<file path="config.mk">
export PLATFORM = sky130hd
export DESIGN_NAME = parity_rr_arbiter
export DESIGN_NICKNAME = d
export VERILOG_FILES = /design/src/rtl/fifo_package.sv /design/src/rtl/rr_pick.sv /design/src/rtl/parity_rr_arbiter.sv
export SDC_FILE = /design/constraint.sdc
export NUM_CORES = 1
export LEC_CHECK = 0
export CORE_UTILIZATION = 41
export CTS_CLUSTER_SIZE = 25
export DETAILED_ROUTE_END_ITERATION = 8
export PLACE_DENSITY = 0.9
export SETUP_SLACK_MARGIN = 0.15
export SLEW_MARGIN = 20
export SYNTH_ARGS = -nofsm -noshare
export SYNTH_HDL_FRONTEND = slang
export SYNTH_SLANG_ARGS = --single-unit
</file>
<file path="constraint.sdc">
create_clock -name clk -period 4.44 [get_ports clk]
set_input_delay 0.888 -clock clk [delete_from_list [all_inputs] [get_ports clk]]
set_output_delay 0.888 -clock clk [all_outputs]
set_load 0.02 [all_outputs]
</file>
<file path="src/rtl/fifo_package.sv">
// rtl/fifo_package.sv - word format constants, arbiter state type and parity helpers
package fifo_package;

  localparam int DATA_WIDTH  = 9;
  localparam int WIDTH       = DATA_WIDTH - 1;
  localparam     PARITY_BIT  = "MSB";
  localparam     PARITY_TYPE = "EVEN";

  typedef enum logic {ARB_EMPTY, ARB_FULL} arb_state_e;

  function automatic logic [WIDTH-1:0] strip_parity(input logic [DATA_WIDTH-1:0] word);
    if (PARITY_BIT == "MSB") return word[DATA_WIDTH-2:0];
    else                     return word[DATA_WIDTH-1:1];
  endfunction

  function automatic logic parity_ok(input logic [DATA_WIDTH-1:0] word);
    logic             p;
    logic [WIDTH-1:0] d;
    p = (PARITY_BIT == "MSB") ? word[DATA_WIDTH-1] : word[0];
    d = strip_parity(word);
    if (PARITY_TYPE == "EVEN") return p == (^d);
    else                       return p == (~^d);
  endfunction

endpackage

</file>
<file path="src/rtl/rr_pick.sv">
// rtl/rr_pick.sv - combinational round-robin selector searching upward from ptr+1
module rr_pick #(
  parameter int N  = 4,
  parameter int SW = $clog2(N)
) (
  input  logic [N-1:0]  req_i,
  input  logic [SW-1:0] ptr_i,
  output logic [N-1:0]  gnt_o,
  output logic [SW-1:0] idx_o,
  output logic          any_o
);

  logic [SW-1:0] k;

  always_comb begin
    gnt_o = '0;
    idx_o = '0;
    any_o = 1'b0;
    k     = '0;
    // i = N wraps back to ptr itself, so the last winner is considered last
    for (int i = 1; i <= N; i++) begin
      k = SW'((int'(ptr_i) + i) % N);
      if (!any_o && req_i[k]) begin
        any_o    = 1'b1;
        gnt_o[k] = 1'b1;
        idx_o    = k;
      end
    end
  end

endmodule

</file>
<file path="src/rtl/parity_rr_arbiter.sv">
// rtl/parity_rr_arbiter.sv - round-robin FIFO pop arbiter with parity strip/check; PARITY_ERR_CNT_EN enables error counters
module parity_rr_arbiter
  import fifo_package::*;
#(
  parameter  int N_REQ         = 4,
  parameter  int ERR_CNT_WIDTH = 8,
  localparam int SRC_W         = $clog2(N_REQ)
) (
  input  logic                           clk,
  input  logic                           rst_n,
  input  logic [N_REQ-1:0]               req_valid_i,
  input  logic [N_REQ*DATA_WIDTH-1:0]    req_data_i,
  output logic [N_REQ-1:0]               req_grant_o,
  output logic [WIDTH-1:0]               data_o,
  output logic [SRC_W-1:0]               src_o,
  output logic                           parity_err_o,
  output logic                           valid_o,
  input  logic                           grant_i,
  input  logic                           err_clr_i,
  output logic [N_REQ*ERR_CNT_WIDTH-1:0] err_cnt_o
);

  arb_state_e             state_q, state_d;
  logic [WIDTH-1:0]       data_q, data_d;
  logic [SRC_W-1:0]       src_q, src_d;
  logic [SRC_W-1:0]       ptr_q, ptr_d;
  logic                   perr_q, perr_d;

  logic [N_REQ-1:0]       pick_gnt;
  logic [SRC_W-1:0]       pick_idx;
  logic                   pick_any;
  logic                   load;
  logic                   take;
  logic [DATA_WIDTH-1:0]  win_word;
  logic                   win_perr;

  rr_pick #(.N(N_REQ), .SW(SRC_W)) u_pick (
    .req_i (req_valid_i),
    .ptr_i (ptr_q),
    .gnt_o (pick_gnt),
    .idx_o (pick_idx),
    .any_o (pick_any)
  );

  assign load     = (state_q == ARB_EMPTY) || grant_i;
  assign take     = load && pick_any;
  assign win_word = req_data_i[int'(pick_idx)*DATA_WIDTH +: DATA_WIDTH];
  assign win_perr = !parity_ok(win_word);

  // Grants are masked during reset so no FIFO pops into a slot that is being cleared
  assign req_grant_o = (take && rst_n) ? pick_gnt : '0;

  always_comb begin
    state_d = state_q;
    data_d  = data_q;
    src_d   = src_q;
    perr_d  = perr_q;
    ptr_d   = ptr_q;
    if (load) begin
      if (pick_any) begin
        state_d = ARB_FULL;
        data_d  = strip_parity(win_word);
        src_d   = pick_idx;
        perr_d  = win_perr;
        ptr_d   = pick_idx;
      end else begin
        state_d = ARB_EMPTY;
      end
    end
  end

  always_ff @(posedge clk or negedge rst_n) begin
    if (!rst_n) begin
      state_q <= ARB_EMPTY;
      data_q  <= '0;
      src_q   <= '0;
      perr_q  <= 1'b0;
      ptr_q   <= SRC_W'(N_REQ - 1);
    end else begin
      state_q <= state_d;
      data_q  <= data_d;
      src_q   <= src_d;
      perr_q  <= perr_d;
      ptr_q   <= ptr_d;
    end
  end

  assign valid_o      = (state_q == ARB_FULL);
  assign data_o       = data_q;
  assign src_o        = src_q;
  assign parity_err_o = perr_q;

`ifdef PARITY_ERR_CNT_EN
  logic [N_REQ-1:0][ERR_CNT_WIDTH-1:0] cnt_q;

  always_ff @(posedge clk or negedge rst_n) begin
    if (!rst_n) begin
      cnt_q <= '0;
    end else if (err_clr_i) begin
      cnt_q <= '0;
    end else if (take && win_perr && (cnt_q[pick_idx] != '1)) begin
      cnt_q[pick_idx] <= cnt_q[pick_idx] + 1'b1;
    end
  end

  assign err_cnt_o = cnt_q;
`else
  logic unused_err_clr;
  assign unused_err_clr = err_clr_i;
  assign err_cnt_o      = '0;
`endif

endmodule

</file>
**Word-level counts from Yosys, hierarchy flattened**

Cells that the tools add are included.

- Muxes and demuxes: 30
- Equal/unequal tests: 1
- Reduce and logical (&&, ||, !) cells: 16
- $lt $le $gt $ge: 8
- Add/sub/neg operators: 4
- Shift-type cells: 1
- $mul: 1
- Bitwise operators: 4

Operators with widths:

| operator | count |
|---|---|
| $shiftx A36 B7 Y9 | 1 |
| $mux W4 | 5 |
| $mux W1 | 13 |
| $lt A2 B3 Y1 const B | 4 |
| $or A4 B4 Y4 | 3 |
| $logic_and A1 B1 Y1 | 9 |
| $bmux W1 S2 | 4 |
| $demux W1 S2 | 4 |
| $ge A2 B1 Y1 const B | 4 |
| $mux W2 | 4 |
| $reduce_xor A8 Y1 | 1 |
| $mul A2 B4 Y6 const B | 1 |
| $add A2 B1 Y2 const B | 2 |
| $add A2 B2 Y2 const B | 2 |
| $logic_not A1 Y1 | 4 |
| $reduce_and A2 Y1 | 1 |
| $eq A1 B1 Y1 | 1 |
| $logic_or A1 B1 Y1 | 1 |
| $not A1 Y1 | 1 |

- Logic and storage cells: 70
- Input bits: 44
- Register bits after elaboration: 14
- Output and inout port bits: 48

**Depth between registers and ports, before layout**

- Depth after elaboration: 18
- Depth in mapped cells: 16
- Mapped depth without buffers: 12

**Cells and area by module**

A second synthesis with hierarchy kept.

- Cell total of the unflattened synthesis: 179
- Area total of the unflattened synthesis: 1,634.1 µm²

Modules (own cells, without submodules):

| module | seq. area each (µm²) | area an instance (µm²) | instances | cells each |
|---|---|---|---|---|
| parity_rr_arbiter | 352.8 | 1,108.6 | 1 | 111 |
| rr_pick | 0.0 | 525.5 | 1 | 68 |

**Worst setup path after synthesis**

Ideal clock, no wire load.

- Path kind: register to output
- Start point: register ptr_q[0]
- End point: output port req_grant_o[0]
- Arrival time: 3.175 ns
- Data required time: 3.552 ns
- Cell stages (with the launch flop): 13
- Buffers on the path: 5
- Path slack: 0.377 ns
- Path through: dfstp_2 buf_6 buf_4 inv_1 ha_1 clkbuf_1 mux4_2 clkbuf_1 buf_1 nor4_1 nor2b_1 nand2_1 nor2_1

- Word-level cells in the longest chain between the ends: 16
- Elaborated cells between the ends (all ways): 52
- Classes of those cells: 4 x add/sub; 8 x order compare; 25 x mux; 3 x bitwise; 12 x reduce/logical

Ends and longest elaborated chain:

| element | line | RTL |
|---|---|---|
| start: declaration | parity_rr_arbiter.sv:26 | `logic [SRC_W-1:0] ptr_q, ptr_d;` |
| start signal: assignment | parity_rr_arbiter.sv:78 | `ptr_q <= SRC_W'(N_REQ - 1);` |
| start signal: assignment | parity_rr_arbiter.sv:84 | `ptr_q <= ptr_d;` |
| parallel branches: the longest is 15 deep, another holds $lt A2 B3 Y1 | -- |  |
| $mux W4 * | parity_rr_arbiter.sv:51 | `assign req_grant_o = (take && rst_n) ? pick_gnt : '0;` |
| end: declaration | parity_rr_arbiter.sv:13 | `output logic [N_REQ-1:0] req_grant_o,` |

Mark *: on every way between the ends. The select of a mux whose other input is x is not followed.

**Worst setup path in the final report**

- Start point: input port req_valid_i[0]
- End point: output port req_grant_o[2]

- Word-level cells in the longest chain between the ends: 15
- Elaborated cells between the ends (all ways): 28
- Classes of those cells: 17 x mux; 3 x bitwise; 8 x reduce/logical

Ends and longest elaborated chain:

| element | line | RTL |
|---|---|---|
| start: declaration | parity_rr_arbiter.sv:11 | `input logic [N_REQ-1:0] req_valid_i,` |
| $bmux W1 S2 | rr_pick.sv:23 | `if (!any_o && req_i[k]) begin` |
| $mux W1 (not written as such) | rr_pick.sv:23 |  |
| $mux W1 | rr_pick.sv:23 |  |
| $logic_not A1 Y1 | rr_pick.sv:23 |  |
| $logic_and A1 B1 Y1 | rr_pick.sv:23 |  |
| $mux W1 | rr_pick.sv:23 |  |
| $logic_not A1 Y1 | rr_pick.sv:23 |  |
| $logic_and A1 B1 Y1 | rr_pick.sv:23 |  |
| $mux W1 | rr_pick.sv:23 |  |
| $logic_not A1 Y1 | rr_pick.sv:23 |  |
| $logic_and A1 B1 Y1 | rr_pick.sv:23 |  |
| $mux W1 | rr_pick.sv:23 |  |
| $logic_and A1 B1 Y1 | parity_rr_arbiter.sv:46 | `assign take = load && pick_any;` |
| $logic_and A1 B1 Y1 | parity_rr_arbiter.sv:51 |  |
| $mux W4 * | parity_rr_arbiter.sv:51 |  |

Every way passes the cells marked *; elsewhere a longest branch is shown, timed or not. The select of a mux whose other input is x is not followed.

==> impl_metrics.tcl <==
set metrics [dict create \
    critical_path_at_ns 3.31 \
    synthesis.yosys.warnings 0 \
    timing.hold.ws_ns 0.483 \
    postSynth.topFlopCell "dfrtp_1" \
    timing.final.crit_period_ns 4.20 \
    1st_iter_drt_viols 103 \
    post_synth_instance_area_sq_um 1840 \
    reg2reg_to "parity_err_o$_DFFE_PN0N_" \
    outcome "completed" \
    drv.max_cap_violation_count 0 \
    synth.avg_cell_area_sq_um 8.86 \
    overflow 0 \
    fp-row-count 24 \
    number_of_cells_on_the_worst_hold_path 2 \
    drtPass1Iterations 5 \
    vdd_drop_max_mv 0.522 \
    worst_pin_slew_ns 0.662 \
    critical-path-max-stage-delay_ns 0.62 \
    diodes 0 \
    required_ns 3.55 \
    total_power_mw 2.26 \
    yosysUniqueCellTypes 46 \
    metal2_wl_mm 2.47 \
    first_global_vias 1573 \
    crit_path_top_delay_cell "clkdlybuf4s50_1" \
    synth-edff-count 0 \
    postSynthCellCount 208 \
    timing.final.crit_share_pct 94.6 \
    ys_ff_latch 14 \
    async_flop_share_pct 100 \
    top_layer_used "met4" \
    timing.critical_path.fanout_max 8 \
    worstRegToRegCells 13 \
    most_common_cell_after_layout_fill_and_taps_aside "clkdlybuf4s50_1" \
    drt-met1-wl_mm 1.84 \
    fin_setup_tns_ns 0 \
    clkTransAtPathRegs_ns 0.05 \
    slew-limit-headroom_pct 55.9 \
    worst_r2r_startpoint "ptr_q[1]$_DFFE_PN1N_" \
    floorplan.initialDensity_pct 42.6 \
    setup_violations 0 \
    num_vias 1732 \
    grt_start_max_net_pins 27 \
    cellLeakagePower_nw 1.10 \
    ctsHtreeMaxLevel 1 \
    grt_pass1_wl_mm 7.00 \
    worstHoldPathType "reg -> reg" \
    power_density_nw_per_um2 927 \
    rsz0062_at_grt "false" \
    timing.final.max_slew_violations 0 \
    clock_tree_from_tritoncts "done" \
    clockBufferDepth 2 \
    ys_seq_area_share_pct 19.1 \
    die_area_sq_um 4770 \
    design.final.nets 321 \
    detailed_route_wire_length_mm 4.72 \
    cts.hold.buffers_added 0 \
    dieHeight_um 69.0 \
    grt_antenna_before_repair 0 \
    dpl.hpwl_mm 3.65 \
    routabilityCongestion 0.808 \
    wl_per_cell_um 14.8 \
    io_pins 92 \
    drcViolationCount 0 \
    setup.worst_path.class "in -> out" \
    max_freq_mhz 238 \
    hold_violations 0 \
    layout-area-overhead-vs-synth_pct 32.3 \
    number_of_buffers_created_by_cts 3 \
    grt_util_all_layers_pct 17.7 \
    clock_sinks 14 \
    worst_skew_pair.late_latency_ns 0.24 \
    worst_hold_path_endpoint "data_o[2]$_DFFE_PN0N_" \
    reg2reg_slack_ns 0.37 \
    avgViaCountPerCell 5.41 \
    clock-root-buffer "clkbuf_8" \
    final_cell_mix "clkdlybuf4s50_1 (55), conb_1 (32), nand2_1 (18), mux2i_1 (18), nor2_1 (13)" \
    numPortBuffers 58 \
    route.met3.wl_um 228 \
    fp.coreArea_sq_um 4320 \
    timing.critical_path.from_type "input port" \
    drt.antenna.violating_nets 0 \
    drive_above_1_share_pct 10.8 \
    cp_cell_sequence "clkdlybuf4s50_1 > mux4_2 > nor3_1 > and2_1 > a221oi_1 > nor2_1 > clkdlybuf4s50_1" \
    timing.critical_path.mode_cell "clkdlybuf4s50_1" \
    worst_setup_path_end_kind "output pin" \
    min_from "data_o[2]$_DFFE_PN0N_" \
    die-width_um 69.0 \
    clock_skew_ns 0.00352 \
]
-- sequential cells by signal, summed over array words and instances (netlist names) --
register,count
data_o,8
parity_err_o,1
ptr_q,2
src_o,2
valid_o,1
-- what timing repair did --
action	4_1_cts	5_1_grt
gates resized for setup	0	4
setup endpoints to repair	2	5
cloned	0	1
buffers inserted	1	2
-- kinds of logic (layout without fill, tap and decap cells) --
family                     Yosys count  in the layout  synth area share, %
adders and majority gates            8              8                 5.43
AOI/OAI and AO/OA                   39             39                 15.3
DFF                                 14             14                 19.1
muxes                               30             31                 19.6
xor gates and xnor gates            11             11                 5.97
buffers and inverters               49             77                 18.9
other                                1             32                0.203
and+or+nand+nor                     56             56                 15.5
-- area by class of cell --
cell class | instances | area [sq um]
Fill cell | 371 | 1890
Clock buffer | 4 | 45.0
Sequential cell | 14 | 353
Timing Repair Buffer | 70 | 678
Multi-Input combinational cell | 177 | 1290
Tap cell | 52 | 65.1
Inverter | 3 | 11.3
-- cell usage after synthesis (2+ instances only) --
master	count	share of area, %
xor2_1	4	1.9
nor3_1	5	1.4
nand3b_1	4	1.6
nand2b_1	2	0.68
mux4_2	4	4.9
a31oi_1	2	0.68
a221oi_1	4	1.9
mux2i_1	18	9.8
buf_2	2	0.54
nor4_1	5	1.7
ha_1	8	5.4
nand2_1	18	3.7
clkbuf_1	6	1.2
o21ai_1	9	2.4
nor2_1	14	2.9
dfstp_2	2	2.9
buf_6	3	1.8
inv_1	3	0.61
mux2_2	2	1.2
o311a_1	4	2.2
o21ai_0	2	0.54
dfrtp_1	12	16
buf_4	33	13
a222oi_1	2	1.1
xnor2_1	6	2.9
a22oi_1	4	1.6
a21oi_1	6	1.6
mux2_1	6	3.7
-- critical path, delay by kind of cell --
family | cells | cell delay [ns]
muxes | 1 | 0.57
buffers and inverters | 2 | 1.15
AOI/OAI and AO/OA | 1 | 0.10
and+or+nand+nor | 3 | 0.61
-- layer usage --
metal	up-vias	GRT usage, %
li1	804	-
met1	835	20.6
met2	72	31.5
met3	21	2.49
met4	0	8.84
met5	-	0
-- report_power, final --
group | switching (mW) | leakage [nW] | total, mW | internal [mW]
clock network | 0.0423 | 0.0228 | 0.106 | 0.0634
logic | 0.982 | 0.917 | 1.90 | 0.921
registers | 0.0478 | 0.162 | 0.252 | 0.204
-- through the flow --
stage | cells | area, sq um | setup WS, ns | utilization (%)
after detailed placement | 312 | 2330 | 0.122 | 54.0
after floorplan | 239 | 1960 | 0.377 | -
after global routing | 320 | 2440 | 0.160 | 56.4
final | 320 | 2440 | 0.238 | 56.4
after CTS | 317 | 2390 | 0.181 | 55.2
after global placement | 312 | 2330 | 0.185 | 54.0
-- worst max-delay path by stage --
stage                               startpoint                       end  slack (ns)
final                           req_valid_i[0]            req_grant_o[2]        0.24
after CTS                       req_valid_i[2]            req_grant_o[3]        0.18
after floorplan           ptr_q[0]$_DFFE_PN1N_            req_grant_o[0]        0.38
after global placement          req_valid_i[2]  parity_err_o$_DFFE_PN0N_        0.18
after global routing            req_valid_i[3]            req_grant_o[1]        0.16
after detailed placement        req_valid_i[2]            req_grant_o[3]        0.12
No activity file was read; power rests on OpenSTA's default activity.
